$ cat config.mk
export PLATFORM = sky130hd
export DESIGN_NAME = mem_access_unit
export DESIGN_NICKNAME = d
export VERILOG_FILES = /design/src/rtl/mem_access_unit.sv
export SDC_FILE = /design/constraint.sdc
export NUM_CORES = 1
export LEC_CHECK = 0
export ABC_AREA = 1
export CAP_MARGIN = 20
export CORE_MARGIN = 2
export CORE_UTILIZATION = 39
export CTS_CLUSTER_SIZE = 8
export DETAILED_ROUTE_END_ITERATION = 6
export PLACE_DENSITY = 0.85
export SLEW_MARGIN = 40
export SYNTH_ARGS = -nofsm -noshare
export SYNTH_HDL_FRONTEND = slang
export SYNTH_SLANG_ARGS = --single-unit
$ cat constraint.sdc
create_clock -name clk -period 1.6 [get_ports clk]
set_clock_uncertainty 0.15 [all_clocks]
set_input_delay 0.16 -clock clk [delete_from_list [all_inputs] [get_ports clk]]
set_output_delay 0.16 -clock clk [all_outputs]
set_load 0.005 [all_outputs]
$ cat src/rtl/mem_access_unit.sv
// -----------------------------------------------------------------------------
// mem_access_unit
// MEM stage of the pipeline: issues data-memory requests for loads/stores,
// stalls the front of the pipeline while memory is busy, aligns load data,
// and owns the MEM/WB pipeline register.
//
// Build option: define MISALIGN_TRAP_EN to trap misaligned word accesses
// (no request, one-cycle misalign pulse, write-back suppressed). Without it,
// misalign is tied low and the access uses the word-aligned address.
//
// Ports
//   clk, regResetN           clock, asynchronous active-low reset
//   mem2Reg_mem .. link_mem  EX/MEM control bits
//   aluResult_mem            byte address (memory op) or ALU result
//   busB_mem                 store data
//   rw_mem                   destination register
//   instru_memAddress        PC of the instruction in MEM
//   dmReq/dmWe/dmAddr/dmWdata/dmByteEn   data-memory request side
//   dmReady/dmRdata          data-memory response side
//   stall_mem                freezes PC, IF/ID, ID/EX, EX/MEM
//   regWr_wb/rw_wb/busW_wb   MEM/WB register
//   memErr                   one-cycle pulse when an access times out
//   misalign                 one-cycle pulse on a trapped misaligned access
// -----------------------------------------------------------------------------
module mem_access_unit #(
  parameter int unsigned MEM_TIMEOUT = 16
) (
  input  logic        clk,
  input  logic        regResetN,
  input  logic        mem2Reg_mem,
  input  logic        regWr_mem,
  input  logic        memWr_mem,
  input  logic        lb_mem,
  input  logic        lbu_mem,
  input  logic        sb_mem,
  input  logic        link_mem,
  input  logic [31:0] aluResult_mem,
  input  logic [31:0] busB_mem,
  input  logic [4:0]  rw_mem,
  input  logic [31:0] instru_memAddress,
  output logic        dmReq,
  output logic        dmWe,
  output logic [31:0] dmAddr,
  output logic [31:0] dmWdata,
  output logic [3:0]  dmByteEn,
  input  logic        dmReady,
  input  logic [31:0] dmRdata,
  output logic        stall_mem,
  output logic        regWr_wb,
  output logic [4:0]  rw_wb,
  output logic [31:0] busW_wb,
  output logic        memErr,
  output logic        misalign
);

  typedef enum logic {IDLE, WAIT} state_e;

  localparam logic [7:0] TMO = 8'(MEM_TIMEOUT);

  state_e      state_q, state_d;
  logic [7:0]  cnt_q, cnt_d;
  logic        regwr_q;
  logic [4:0]  rw_q;
  logic [31:0] busw_q;

  logic        mem_op;
  logic        mis_hit;
  logic        req;
  logic        tmo_hit;
  logic        mis_pulse;
  logic [1:0]  lane;
  logic [7:0]  ld_byte;
  logic [31:0] ld_res;
  logic [31:0] wb_data;

  assign mem_op = mem2Reg_mem | memWr_mem;
  assign lane   = aluResult_mem[1:0];

`ifdef MISALIGN_TRAP_EN
  assign mis_hit = mem_op & ~(lb_mem | lbu_mem | sb_mem) & (lane != 2'b00);
`else
  assign mis_hit = 1'b0;
`endif

  // The cycle with cnt_q == TMO is the last chance: dmReady still completes
  // the access there, otherwise the request is withdrawn so the stall lifts
  // and the abandoned instruction leaves MEM as a bubble.
  always_comb begin
    state_d   = state_q;
    cnt_d     = cnt_q;
    req       = 1'b0;
    tmo_hit   = 1'b0;
    mis_pulse = 1'b0;
    case (state_q)
      IDLE: begin
        if (mem_op) begin
          if (mis_hit) begin
            mis_pulse = 1'b1;
          end else begin
            req = 1'b1;
            if (!dmReady) begin
              state_d = WAIT;
              cnt_d   = '0;
            end
          end
        end
      end
      WAIT: begin
        if ((cnt_q == TMO) && !dmReady) begin
          tmo_hit = 1'b1;
          state_d = IDLE;
          cnt_d   = '0;
        end else begin
          req = 1'b1;
          if (dmReady) begin
            state_d = IDLE;
            cnt_d   = '0;
          end else begin
            cnt_d = cnt_q + 8'd1;
          end
        end
      end
      default: begin
        state_d = IDLE;
        cnt_d   = '0;
      end
    endcase
  end

  always_comb begin
    ld_byte = dmRdata[7:0];
    case (lane)
      2'd0: ld_byte = dmRdata[7:0];
      2'd1: ld_byte = dmRdata[15:8];
      2'd2: ld_byte = dmRdata[23:16];
      2'd3: ld_byte = dmRdata[31:24];
      default: ld_byte = dmRdata[7:0];
    endcase
    if (lb_mem)       ld_res = {{24{ld_byte[7]}}, ld_byte};
    else if (lbu_mem) ld_res = {24'd0, ld_byte};
    else              ld_res = dmRdata;
    if (link_mem)         wb_data = instru_memAddress + 32'd4;
    else if (mem2Reg_mem) wb_data = ld_res;
    else                  wb_data = aluResult_mem;
  end

  always_ff @(posedge clk or negedge regResetN) begin
    if (!regResetN) begin
      state_q <= IDLE;
      cnt_q   <= '0;
    end else begin
      state_q <= state_d;
      cnt_q   <= cnt_d;
    end
  end

  always_ff @(posedge clk or negedge regResetN) begin
    if (!regResetN) begin
      regwr_q <= 1'b0;
      rw_q    <= '0;
      busw_q  <= '0;
    end else if (stall_mem || tmo_hit || mis_pulse) begin
      regwr_q <= 1'b0;
    end else begin
      regwr_q <= regWr_mem;
      rw_q    <= rw_mem;
      busw_q  <= wb_data;
    end
  end

  assign dmReq     = req;
  assign dmWe      = memWr_mem;
  assign dmAddr    = {aluResult_mem[31:2], 2'b00};
  assign dmByteEn  = sb_mem ? (4'b0001 << lane) : 4'hF;
  assign dmWdata   = sb_mem ? {4{busB_mem[7:0]}} : busB_mem;
  assign stall_mem = req & ~dmReady;
  assign memErr    = tmo_hit;
  assign misalign  = mis_pulse;
  assign regWr_wb  = regwr_q;
  assign rw_wb     = rw_q;
  assign busW_wb   = busw_q;

endmodule

* After elaboration in Yosys (flattened, before gate mapping)
Cells that the tools add are included.
** Operators by class
- Add/subtract/negate cells :: 2
- Multipliers :: 0
- Div/mod/pow operators :: 0
- Magnitude comparators :: 0
- Equal/unequal tests :: 6
- Shift operators :: 1
- Multiplexer cells :: 22
- Bitwise operators :: 4
- Reduce and logical (&&, ||, !) cells :: 5
** Operators by type and width (count)
- $mux 32 :: 5
- $add 32x3->32 const B :: 1
- $mux 8 :: 4
- $pmux 8 s4 :: 1
- $pmux 8 s2 :: 1
- $add 8x1->8 const B :: 1
- $eq 8x5->1 const B :: 1
- $mux 1 :: 8
- $eq 2x2->1 const B :: 2
- $mux 4 :: 1
- $ne 2x2->1 const B :: 2
- $pmux 1 s2 :: 2
- $shl 1x2->4 const A :: 1
- $eq 2x1->1 const B :: 1
- $logic_not 2->1 :: 1
- $not 1->1 :: 2
- $reduce_and 2->1 :: 1
- $and 1x1->1 :: 1
- $logic_and 1x1->1 :: 1
- $logic_not 1->1 :: 1
- $logic_or 1x1->1 :: 1
- $or 1x1->1 :: 1
** Word-level totals
- Bits in registers :: 47
- Bits in latches :: 0
- RAM bits :: 0
- ROM bits :: 0
- Input port bits :: 143
- Output and inout port bits :: 111
- Logic and storage cells :: 45
- Memories kept :: 0

* Longest topological paths before layout
- Word-level depth :: 7
- Gate-level depth with buffers :: 11
- Gate-level depth less buffers :: 11

* Least setup slack after synthesis
Ideal clock, no wire load.
- Path type :: register to output
- From :: register cnt_q[0]
- To :: output dmReq
- Arrival time :: 1198 ps
- Required time :: 1290 ps
- Slack :: 92 ps
- Cell stages (with the launch flop) :: 8
- Buffers on the path :: 0
- Cells stage by stage :: dfrtp_1 -> inv_1 -> ha_1 -> nand3_1 -> nor2_1 -> inv_1 -> nor3_1 -> nor2_1
** Between the ends
- Word-level cells in the longest chain between the ends :: 4
** Ends and longest elaborated chain
- from (decl) :: line 61 : logic [7:0] cnt_q, cnt_d;
- from (signal assigned) :: line 153 : cnt_q <= cnt_d;
- $eq 8x5->1 :: line 109 : if ((cnt_q == TMO) && !dmReady) begin
- $logic_and 1x1->1 :: line 109
- $mux 1 :: line 109
- $pmux 1 s2 :: line 94 : case (state_q)
- to (decl) :: line 41 : output logic dmReq,
No other way between the ends.

* Worst setup path in the final report
- From :: register cnt_q[0]
- To :: output stall_mem
** Between the ends
- Word-level cells in the longest chain between the ends :: 5
** Ends and longest elaborated chain
- $eq 8x5->1 :: line 109
- $logic_and 1x1->1 :: line 109
- $mux 1 :: line 109
- $pmux 1 s2 :: line 94
- $and 1x1->1 :: line 176 : assign stall_mem = req & ~dmReady;
- to (decl) :: line 48 : output logic stall_mem,
No other way between the ends.

==> impl_metrics.toml <==
[status]
status = "finished with violations"
failed_checks = "design-rule violations, negative setup slack"

[layout]
n_fill_cell = 886
final_cells = 1229
num_antenna_cells = 0
area_growth_pct = 85.4
mostFrequentLayoutCell = "nand2_1"
finalNetCount = 1234
drive_above_1_share_pct = 19.8
final_cell_mix = "nand2_1, clkdlybuf4s50_1, buf_4, nor2_1, a21oi_1"
design_area_um2 = 8220

[routing]
routed_wl_um = 20700
wl_per_cell_um = 16.8
postRouteAntennaNets = 0
avgViaCountPerCell = 5.15
dr.pass1.iters = 7
drc = 4
drtIter0Drc = 447
num_vias = 6327

[clocking]
cts_max_level = 2
insertion_delay_ns = 0.29
root_buffer = "clkbuf_16"
cts_tree = "built"
clk_pin_slew_ns = 0.07
clock-sinks = 47
numCtsBuffers = 5
max-clock-path-buffers = 2

[yosys]
yosysSeqAreaShare_pct = 26.5
syn-cell-area_um2 = 4430
avgSynthCellArea_um2 = 5.78
ys_warn_count = 0
synth_seq_cells = 47
yosysUniqueCellTypes = 30
synth_cells = 767

[critical_path]
critPathCaptureType = "output pin"
worstPathArrival_ns = 1.51
worstPathMaxFanout = 2
required_ns = 1.29
path_class = "reg2out"
startpoint_type = "flop"

[power]
peakVddDrop_v = 0.000487
p_sw_w = 0.00146
p_leak_nw = 4.05
swShare_pct = 31.7
p_int_w = 0.00315
combPwrFrac_pct = 42.3
seqPwrFrac_pct = 30.3
p_clk_share_pct = 27.4
power.density_nw_per_um2 = 561
finalPower_w = 0.00461

[sta]
drv_slew = 0
rsz0062_at_grt = "true"
setup_viol = 5
finalCritPeriodShare_pct = 114
hold_violations = 0
clock.fmax_mhz = 550
period_needed_ns = 1.82
fin_ws_ns = -0.219

[grt]
overflow = 0
grt_max_degree = 48
grt_usage_pct = 31.7
antenna_found_initial = 2
first_global_vias = 5988
grt_pass1_wl_um = 31200

[die]
rows = 38
pin_count = 254
core_area_um2 = 11000
dieHeight_um = 111
die_area_um2 = 12200
die_w_um = 111
initial_core_util_pct = 40.3

[placement]
hpwl_um = 16100
gp_congestion = 0.967
io_buffers = 250
dp.cells = 1205
placed_area_um2 = 7620

[job]
drv_cap = 0

[worst_hold_path]
hp-class = "in2async"
-- power groups by stage --
stage,logic [W],clock network [W],registers [W]
2_1_floorplan,0.000628,0,0.00141
3_3_place_gp,0.00184,0,0.00141
3_5_place_dp,0.00186,0,0.00141
4_1_cts,0.00187,0.00128,0.00139
5_1_grt,0.00209,0.00133,0.00141
6_report,0.00195,0.00126,0.00140
-- critical path, stage by stage (launching register included) --
cell	delay (ns)
dfrtp_1	0.40
inv_2	0.09
ha_4	0.13
nand3_2	0.08
nor2_4	0.14
buf_4	0.12
buf_4	0.10
a21oi_2	0.04
buf_2	0.12
-- flip-flops by register name (all words and copies together) (netlist names) --
| register | cells |
|---|---|
| busW_wb | 32 |
| cnt_q | 8 |
| rw_wb | 5 |
| regWr_wb | 1 |
| state_q | 1 |
-- routing by layer --
layer,up-vias,GRT usage [%],part of all wire (%)
met2,322,57.8,51
met1,2914,37.7,38
met4,0,9.75,3.7
li1,3030,-,-
met3,61,5.49,7.7
met5,-,0,0
-- synth_stat cells --
cell      count  area, um^2
nand2_1     238         893
nor2_1      130         488
a21oi_1      74         370
inv_1        70         263
o21ai_0      53         265
dfrtp_1      47        1180
buf_4        43         323
nand3_1      31         155
clkbuf_1     19        71.3
a21o_1        8        60.1
nand3b_1      7        52.6
buf_2         6        30.0
o22ai_1       6        37.5
nand4_1       5        31.3
o21ai_1       5        25.0
ha_1          3        37.5
inv_2         3        11.3
nor2_2        3        18.8
xnor2_1       3        26.3
nand2_2       2        12.5
o21bai_1      2        15.0
and2_1        1        6.26
buf_1         1        3.75
buf_6         1        11.3
conb_1        1        3.75
nand3_2       1        10.0
nor2_4        1        11.3
nor3_1        1        5.00
o31ai_1       1        7.51
xor2_1        1        8.76
-- final cells by class --
cell class / count / area, um^2 / share of cell area, %
Timing Repair Buffer: 382 / 3610 / 43.9
Multi-Input combinational cell: 579 / 2810 / 34.2
Sequential cell: 47 / 1180 / 14.3
Inverter: 73 / 277 / 3.37
Tap cell: 140 / 175 / 2.13
Clock buffer: 5 / 125 / 1.52
Clock inverter: 3 / 46.3 / 0.564
-- per-stage QoR --
step	hold WS [ns]	setup slack [ns]	util (%)	TNS [ns]
after global routing	0.247	-0.302	74.8	-1.27
after floorplan	-0.286	0.0920	-	0
after CTS	0.233	-0.250	71.8	-0.559
after detailed placement	0.0162	-0.505	69.4	-21.16
final	0.223	-0.219	74.8	-0.677
after global placement	0.0188	-0.478	69.4	-19.50
-- logic make-up after synthesis --
family | count (synthesis) | share of synthesized area, %
buffers and inverters | 143 | 16.1
DFF | 47 | 26.5
adders and majority gates | 3 | 0.847
xor gates and xnor gates | 4 | 0.791
other | 1 | 0.0846
and+or+nand+nor | 420 | 38.0
AOI/OAI and AO/OA | 149 | 17.6
-- timing repair --
action,in CTS,in global routing
endpoints found under the hold margin,47,0
pin swaps,9,19
hold buffers,1,0
setup endpoints to repair,61,48
cloned,1,1
gates resized for setup,78,83
buffers inserted,38,9
-- final timing paths --
path,start,endpoint,slack (ns),cells past startpoint
worst max-delay path,cnt_q[0]$_DFFE_PN0P_,stall_mem,-0.22,8
worst min-delay path,regResetN,busW_wb[29]$_DFFE_PN0N_,0.22,3
worst max register to register,cnt_q[0]$_DFFE_PN0P_,cnt_q[6]$_DFFE_PN0P_,-0.07,9
worst min register to register,rw_wb[3]$_DFFE_PN0N_,rw_wb[3]$_DFFE_PN0N_,0.34,2
max in group asynchronous,regResetN,busW_wb[21]$_DFFE_PN0N_,0.82,3
min in group clk,regWr_mem,regWr_wb$_DFF_PN0_,0.24,3
No activity file was read; power rests on OpenSTA's default activity.
